==> src/rtl/seg_scan_mux.sv <==
// Four-digit time-multiplexed display scanner with per-frame input snapshot, anode dead time and blinking.
// Define SEG_SCAN_LZB_EN to blank leading zeros in the three most significant slots at snapshot time.
module seg_scan_mux #(
   parameter int SCAN_DIV    = 8192,
   parameter int DEAD_CYCLES = 16,
   parameter int BLINK_DIV   = 32
) (
   input  logic       clk,
   input  logic       reset,
   input  logic [4:0] dig0,
   input  logic [4:0] dig1,
   input  logic [4:0] dig2,
   input  logic [4:0] dig3,
   input  logic [3:0] dp_in,
   input  logic [3:0] blank_mask,
   input  logic [3:0] blink_mask,
   output logic [4:0] code,
   output logic [3:0] an,
   output logic       dp,
   output logic       frame
);

   localparam int CW = $clog2(SCAN_DIV);
   localparam int FW = (BLINK_DIV > 1) ? $clog2(BLINK_DIV) : 1;
   localparam logic [4:0] BLANK = 5'd10;

   logic [CW-1:0]   r_cnt;
   logic [1:0]      r_slot;
   logic [FW-1:0]   r_fcnt;
   logic            r_bphase;
   logic [3:0][4:0] r_dig;
   logic [3:0]      r_dp_sh;
   logic [3:0]      r_blank_sh;
   logic [3:0]      r_blink_sh;
   logic [3:0]      r_an;
   logic [4:0]      r_code;
   logic            r_dp;
   logic            r_frame;

   logic [3:0][4:0] w_dig_in;
   logic [3:0][4:0] w_dig_snap;
   logic            w_slot_end;
   logic            w_frame_end;
   logic            w_fcnt_end;
   logic            w_dark;
   logic            w_dead;

   assign w_dig_in[0] = dig0;
   assign w_dig_in[1] = dig1;
   assign w_dig_in[2] = dig2;
   assign w_dig_in[3] = dig3;

   genvar gi;
`ifdef SEG_SCAN_LZB_EN
   // w_lead[gi]: every slot above gi holds 0 or blank, so a zero in gi is a leading zero
   logic [3:1] w_lead;
   assign w_lead[3] = 1'b1;
   generate
      for (gi = 2; gi >= 1; gi--) begin : g_lead
         assign w_lead[gi] = w_lead[gi+1] &&
                             (w_dig_in[gi+1] == 5'd0 || w_dig_in[gi+1] == BLANK);
      end
      for (gi = 3; gi >= 1; gi--) begin : g_lzb
         assign w_dig_snap[gi] = (w_lead[gi] && w_dig_in[gi] == 5'd0) ? BLANK : w_dig_in[gi];
      end
   endgenerate
   assign w_dig_snap[0] = w_dig_in[0];
`else
   generate
      for (gi = 0; gi < 4; gi++) begin : g_pass
         assign w_dig_snap[gi] = w_dig_in[gi];
      end
   endgenerate
`endif

   assign w_slot_end  = (r_cnt == CW'(SCAN_DIV - 1));
   assign w_frame_end = w_slot_end && (r_slot == 2'd3);
   assign w_fcnt_end  = (r_fcnt == FW'(BLINK_DIV - 1));
   assign w_dark      = r_blank_sh[r_slot] | (r_blink_sh[r_slot] & r_bphase);
   assign w_dead      = (r_cnt < CW'(DEAD_CYCLES));

   always_ff @(posedge clk) begin
      if (reset) begin
         r_cnt      <= '0;
         r_slot     <= 2'd0;
         r_fcnt     <= '0;
         r_bphase   <= 1'b0;
         r_dig      <= {4{BLANK}};
         r_dp_sh    <= 4'b0000;
         r_blank_sh <= 4'b1111;
         r_blink_sh <= 4'b0000;
         r_an       <= 4'b1111;
         r_code     <= BLANK;
         r_dp       <= 1'b1;
         r_frame    <= 1'b0;
      end else begin
         r_cnt <= w_slot_end ? '0 : r_cnt + CW'(1);
         if (w_slot_end) begin
            r_slot <= r_slot + 2'd1;
         end
         // Inputs are only sampled here so a frame never mixes old and new values
         if (w_frame_end) begin
            r_dig      <= w_dig_snap;
            r_dp_sh    <= dp_in;
            r_blank_sh <= blank_mask;
            r_blink_sh <= blink_mask;
            r_fcnt     <= w_fcnt_end ? '0 : r_fcnt + FW'(1);
            if (w_fcnt_end) begin
               r_bphase <= ~r_bphase;
            end
         end
         r_an    <= (w_dead | w_dark) ? 4'b1111 : ~(4'b0001 << r_slot);
         r_code  <= w_dark ? BLANK : r_dig[r_slot];
         r_dp    <= (w_dead | w_dark) ? 1'b1 : ~r_dp_sh[r_slot];
         r_frame <= w_frame_end;
      end
   end

   assign an    = r_an;
   assign code  = r_code;
   assign dp    = r_dp;
   assign frame = r_frame;

endmodule

==> config.mk <==
export PLATFORM = sky130hd
export DESIGN_NAME = seg_scan_mux
export DESIGN_NICKNAME = d
export VERILOG_FILES = /design/src/rtl/seg_scan_mux.sv
export SDC_FILE = /design/constraint.sdc
export NUM_CORES = 1
export LEC_CHECK = 0
export CAP_MARGIN = 30
export CORE_AREA = 4 4 80 82
export DETAILED_ROUTE_END_ITERATION = 10
export DIE_AREA = 0 0 84 86
export GPL_TIMING_DRIVEN = 0
export PLACE_DENSITY = 0.73
export SLEW_MARGIN = 20
export SYNTH_ARGS = -nofsm -noshare
export SYNTH_HDL_FRONTEND = slang
export SYNTH_SLANG_ARGS = --single-unit
==> constraint.sdc <==
create_clock -name clk -period 2 [get_ports clk]
set_clock_uncertainty 0.15 [all_clocks]
set_input_delay 0.6 -clock clk [delete_from_list [all_inputs] [get_ports clk]]
set_output_delay 0.6 -clock clk [all_outputs]
set_load 0.05 [all_outputs]
==> summary.txt, run 1 <==
Outcome
  – Status: complete, but fails checks
  – Failing checks: negative setup slack

Routing
  – Drt pass-1 iters: 4
  – Drc violations: 0
  – Drt first-iter violations: 111
  – Final WL: 6200 um
  – Vias per Instance: 5.06
  – Routed WL per cell: 14.1 um
  – Post-detailed-route count of antenna-violating nets: 0
  – Via count: 2221

Clock network
  – Htree depth: 3
  – Clk sinks: 64
  – Clk buf depth: 2
  – TritonCTS Buffers: 9
  – Clock Tree Root: clkbuf_8
  – Clk slew on worst S/H paths: 0.07 ns
  – Clock latency on the worst-skew pair: 0.35 ns
  – CTS tree: done

Timing
  – Fmax: 0.491 GHz
  – Worst slew pin tran: 0.501 ns
  – Final count of negative-setup-slack endpoints: 2
  – Setup WS post-layout: -0.0377 ns
  – Min Tclk post-route: 2.04 ns
  – Endpoints failing hold: 0
  – Max-slew headroom: 66.3%
  – Max Slew Vio Count: 0
  – RSZ-0062 raised after global routing: yes
  – Final worst-path cycle share: 102%

Synth
  – #FFs+latches synth: 64
  – Combinational family with the most area after synthesis: simple AND/OR/NAND/NOR gates
  – Mux cell area share after synthesis: 6.93%
  – Compound-Gate Fraction of Synth Area: 6.59%
  – Ys async rst share: 0%
  – Synth Instances: 286
  – Synth cell types: 32
  – Yosys top cell by area: dfxtp_1
  – Register area share after synthesis: 49.3%
  – Synthesis Warnings: 0
  – Top post-synthesis cells by area: dfxtp_1 (49%), nand2_1 (11%), mux4_2 (6.9%)
  – Synth Cell Area: 0.00260 mm^2
  – Syn nets: 327
  – Top cell type's share of synthesized area: 49.3%
  – Number of flops mapped to enable cells by yosys: 0
  – Synth Area in XOR/XNOR: 4.04%
  – Adder-Cell Fraction of Synth Area: 3.37%
  – Commonest register cell after synthesis: dfxtp_1
  – Syn avg cell area: 9.10 um^2
  – Post-Synth Simple-Gate Area: 26.5%

Global routing
  – Antenna violations before repair: 0
  – Largest net degree at the start of global routing: 11
  – Number of global-route vias before repair: 2109
  – All-Layer GR Usage: 17.9%
  – Congestion Overflow GR: 0
  – First-pass GRT wire length: 9970 um

Placement
  – Placed Cells incl. Taps: 404
  – Routability Congestion: 0.762
  – IO Port Bufs: 43
  – Post-DP HPWL: 3920 um

Pwr
  – VDD IR max: 483 uV
  – Pwr dens: 728 mW/mm^2
  – Pwr Total: 2.63 mW
  – P_leak: 1.37 nW

Cells and area
  – Share of cells above drive strength 1: 22.8%
  – Final Util: 62.9%
  – Non-filler cells, final: 439
  – Fin nets: 401
  – Area grow syn2layout: 38.9%
  – Antenna diode count: 0

Job
  – Max-Cap Viols: 0

Min path
  – Worst min-delay path category: flop to flop

Floorplan
  – Num ports: 45
  – Core ar.: 0.00575 mm^2
  – Initial Util: 45.3%
  – Num rows: 28
  – Die ar.: 0.00722 mm^2
  – Die height: 86 um
  – Die Span X: 84 um

Critical path
  – Required @ worst endpoint: 2.07 ns
  – Critical Path AT: 2.11 ns
  – CP max-delay cell: mux4_2
  – Worst Path Class, Setup: flop to flop
  – CP max FO: 6
  – Critical Path, Cell by Cell: buf_6 -> mux4_2 -> a211o_4 -> a31oi_4 -> nand2_1
  – Setup crit end kind: flop
  – Worst path max stage delay: 0.52 ns
  – CP startpoint kind: flop
-- worst max-delay path: cells and delay by family (launching register included) --
family	cells	cell delay, ns
muxes	1	0.52
buffers and inverters	1	0.13
AOI/OAI and AO/OA	2	0.64
DFF	1	0.36
and+or+nand+nor	1	0.11
-- final timing paths --
| check | start | end | slack, ns | cells past startpoint |
|---|---|---|---|---|
| setup / recovery | r_slot[0] | dp | -0.04 | 5 |
| hold / removal | r_dig[15] | r_dig[15] | 0.30 | 2 |
| setup reg to reg | r_slot[0] | dp | -0.04 | 5 |
| hold reg to reg | r_dig[15] | r_dig[15] | 0.30 | 2 |
-- layout by cell type, fill, tap and decap left out, types with 4 or more instances in the layout --
cell	synthesis	layout
buf_4	0	22
dfxtp_4	0	4
mux4_2	8	8
dfxtp_1	64	50
nand3b_1	12	12
buf_6	0	4
a21oi_1	27	27
ha_1	7	5
clkbuf_1	10	7
xnor2_1	6	6
xor2_1	6	6
dlygate4sd2_1	0	11
nor2_1	18	18
dfxtp_2	0	10
nand2_1	77	76
clkbuf_8	0	11
nand3_1	7	6
clkdlybuf4s50_1	0	32
inv_1	5	5
-- kinds of logic (layout without fill, tap and decap cells) --
logic type,after synthesis,in the layout
adder cells (fa/ha/maj),7,7
flip-flops,64,64
AO/OA/AOI/OAI,33,33
AND/OR/NAND/NOR,141,141
buffers and inverters,21,99
XOR/XNOR,12,12
multiplexers,8,8
-- area by class of cell --
class                      instances  area [um^2]
clock inverter                     3         65.1
tap                               75         93.8
timing repair buffer              63          567
multi-input combinational        201         1300
buffer                            16          105
fill                             491         2130
sequential                        64         1310
clock buffer                      12          155
inverter                           5         18.8
-- routing by layer --
layer  global-route usage [%]  share of wire [%]  vias up
met3                     6.72                5.7       16
met1                     21.0                 43     1030
met4                     7.89                3.4        0
met2                     29.4                 48       62
li1                         -                  -     1113
met5                        0                  0        -
-- synthesized netlist by cell type (5+ instances only) --
master and count:
nand3_1 7, inv_1 5, nor2_1 18, a21oi_1 27, buf_2 6, dfxtp_1 64, xor2_1 6, ha_1 7
nand2_1 77, mux4_2 8, clkbuf_1 10, xnor2_1 6, nand3b_1 12
-- power by group --
group	switching [mW]	total, mW	internal [mW]
registers	0.00629	1.28	1.27
clock network	0.483	1.24	0.761
logic	0.0341	0.105	0.0708
-- through the flow --
stage | setup slack [ns] | hold WS, ns | setup TNS, ns | cell area (um^2)
3_5_place_dp | -0.473 | 0.293 | -12.45 | 3160
6_report | -0.0377 | 0.298 | -0.0460 | 3610
4_1_cts | -0.0255 | 0.287 | -0.0357 | 3500
2_1_floorplan | 0.00321 | 0.279 | 0 | 2640
5_1_grt | -0.0905 | 0.318 | -0.518 | 3610
3_3_place_gp | -0.387 | 0.287 | -11.75 | 3160
-- flip-flops by register name, summed over array words and instances, names as in the netlist, 4 cells and up --
name,cells
an,4
code,5
r_blank_sh,4
r_blink_sh,4
r_cnt,13
r_dig,20
r_dp_sh,4
r_fcnt,5
-- what timing repair did --
item / CTS / global route
cloned: 0 / 0
pin swaps: 7 / 4
resized for setup: 35 / 18
hold buffers: 0 / 0
buffers inserted: 9 / 11
endpoints found under the setup margin: 66 / 45
Power figures use the tool's default switching activity.
==> inputs of run 2 (changes only) <==
--- a/config.mk
+++ b/config.mk
@@ -5,7 +5,7 @@
 export SDC_FILE = /design/constraint.sdc
 export NUM_CORES = 1
 export LEC_CHECK = 0
-export CAP_MARGIN = 30
+export ABC_CLOCK_PERIOD_IN_PS = 2000
 export CORE_AREA = 4 4 80 82
 export DETAILED_ROUTE_END_ITERATION = 10
 export DIE_AREA = 0 0 84 86
==> results of run 2 <==
The final DEF is identical to that of run 1; final timing and power are the same.
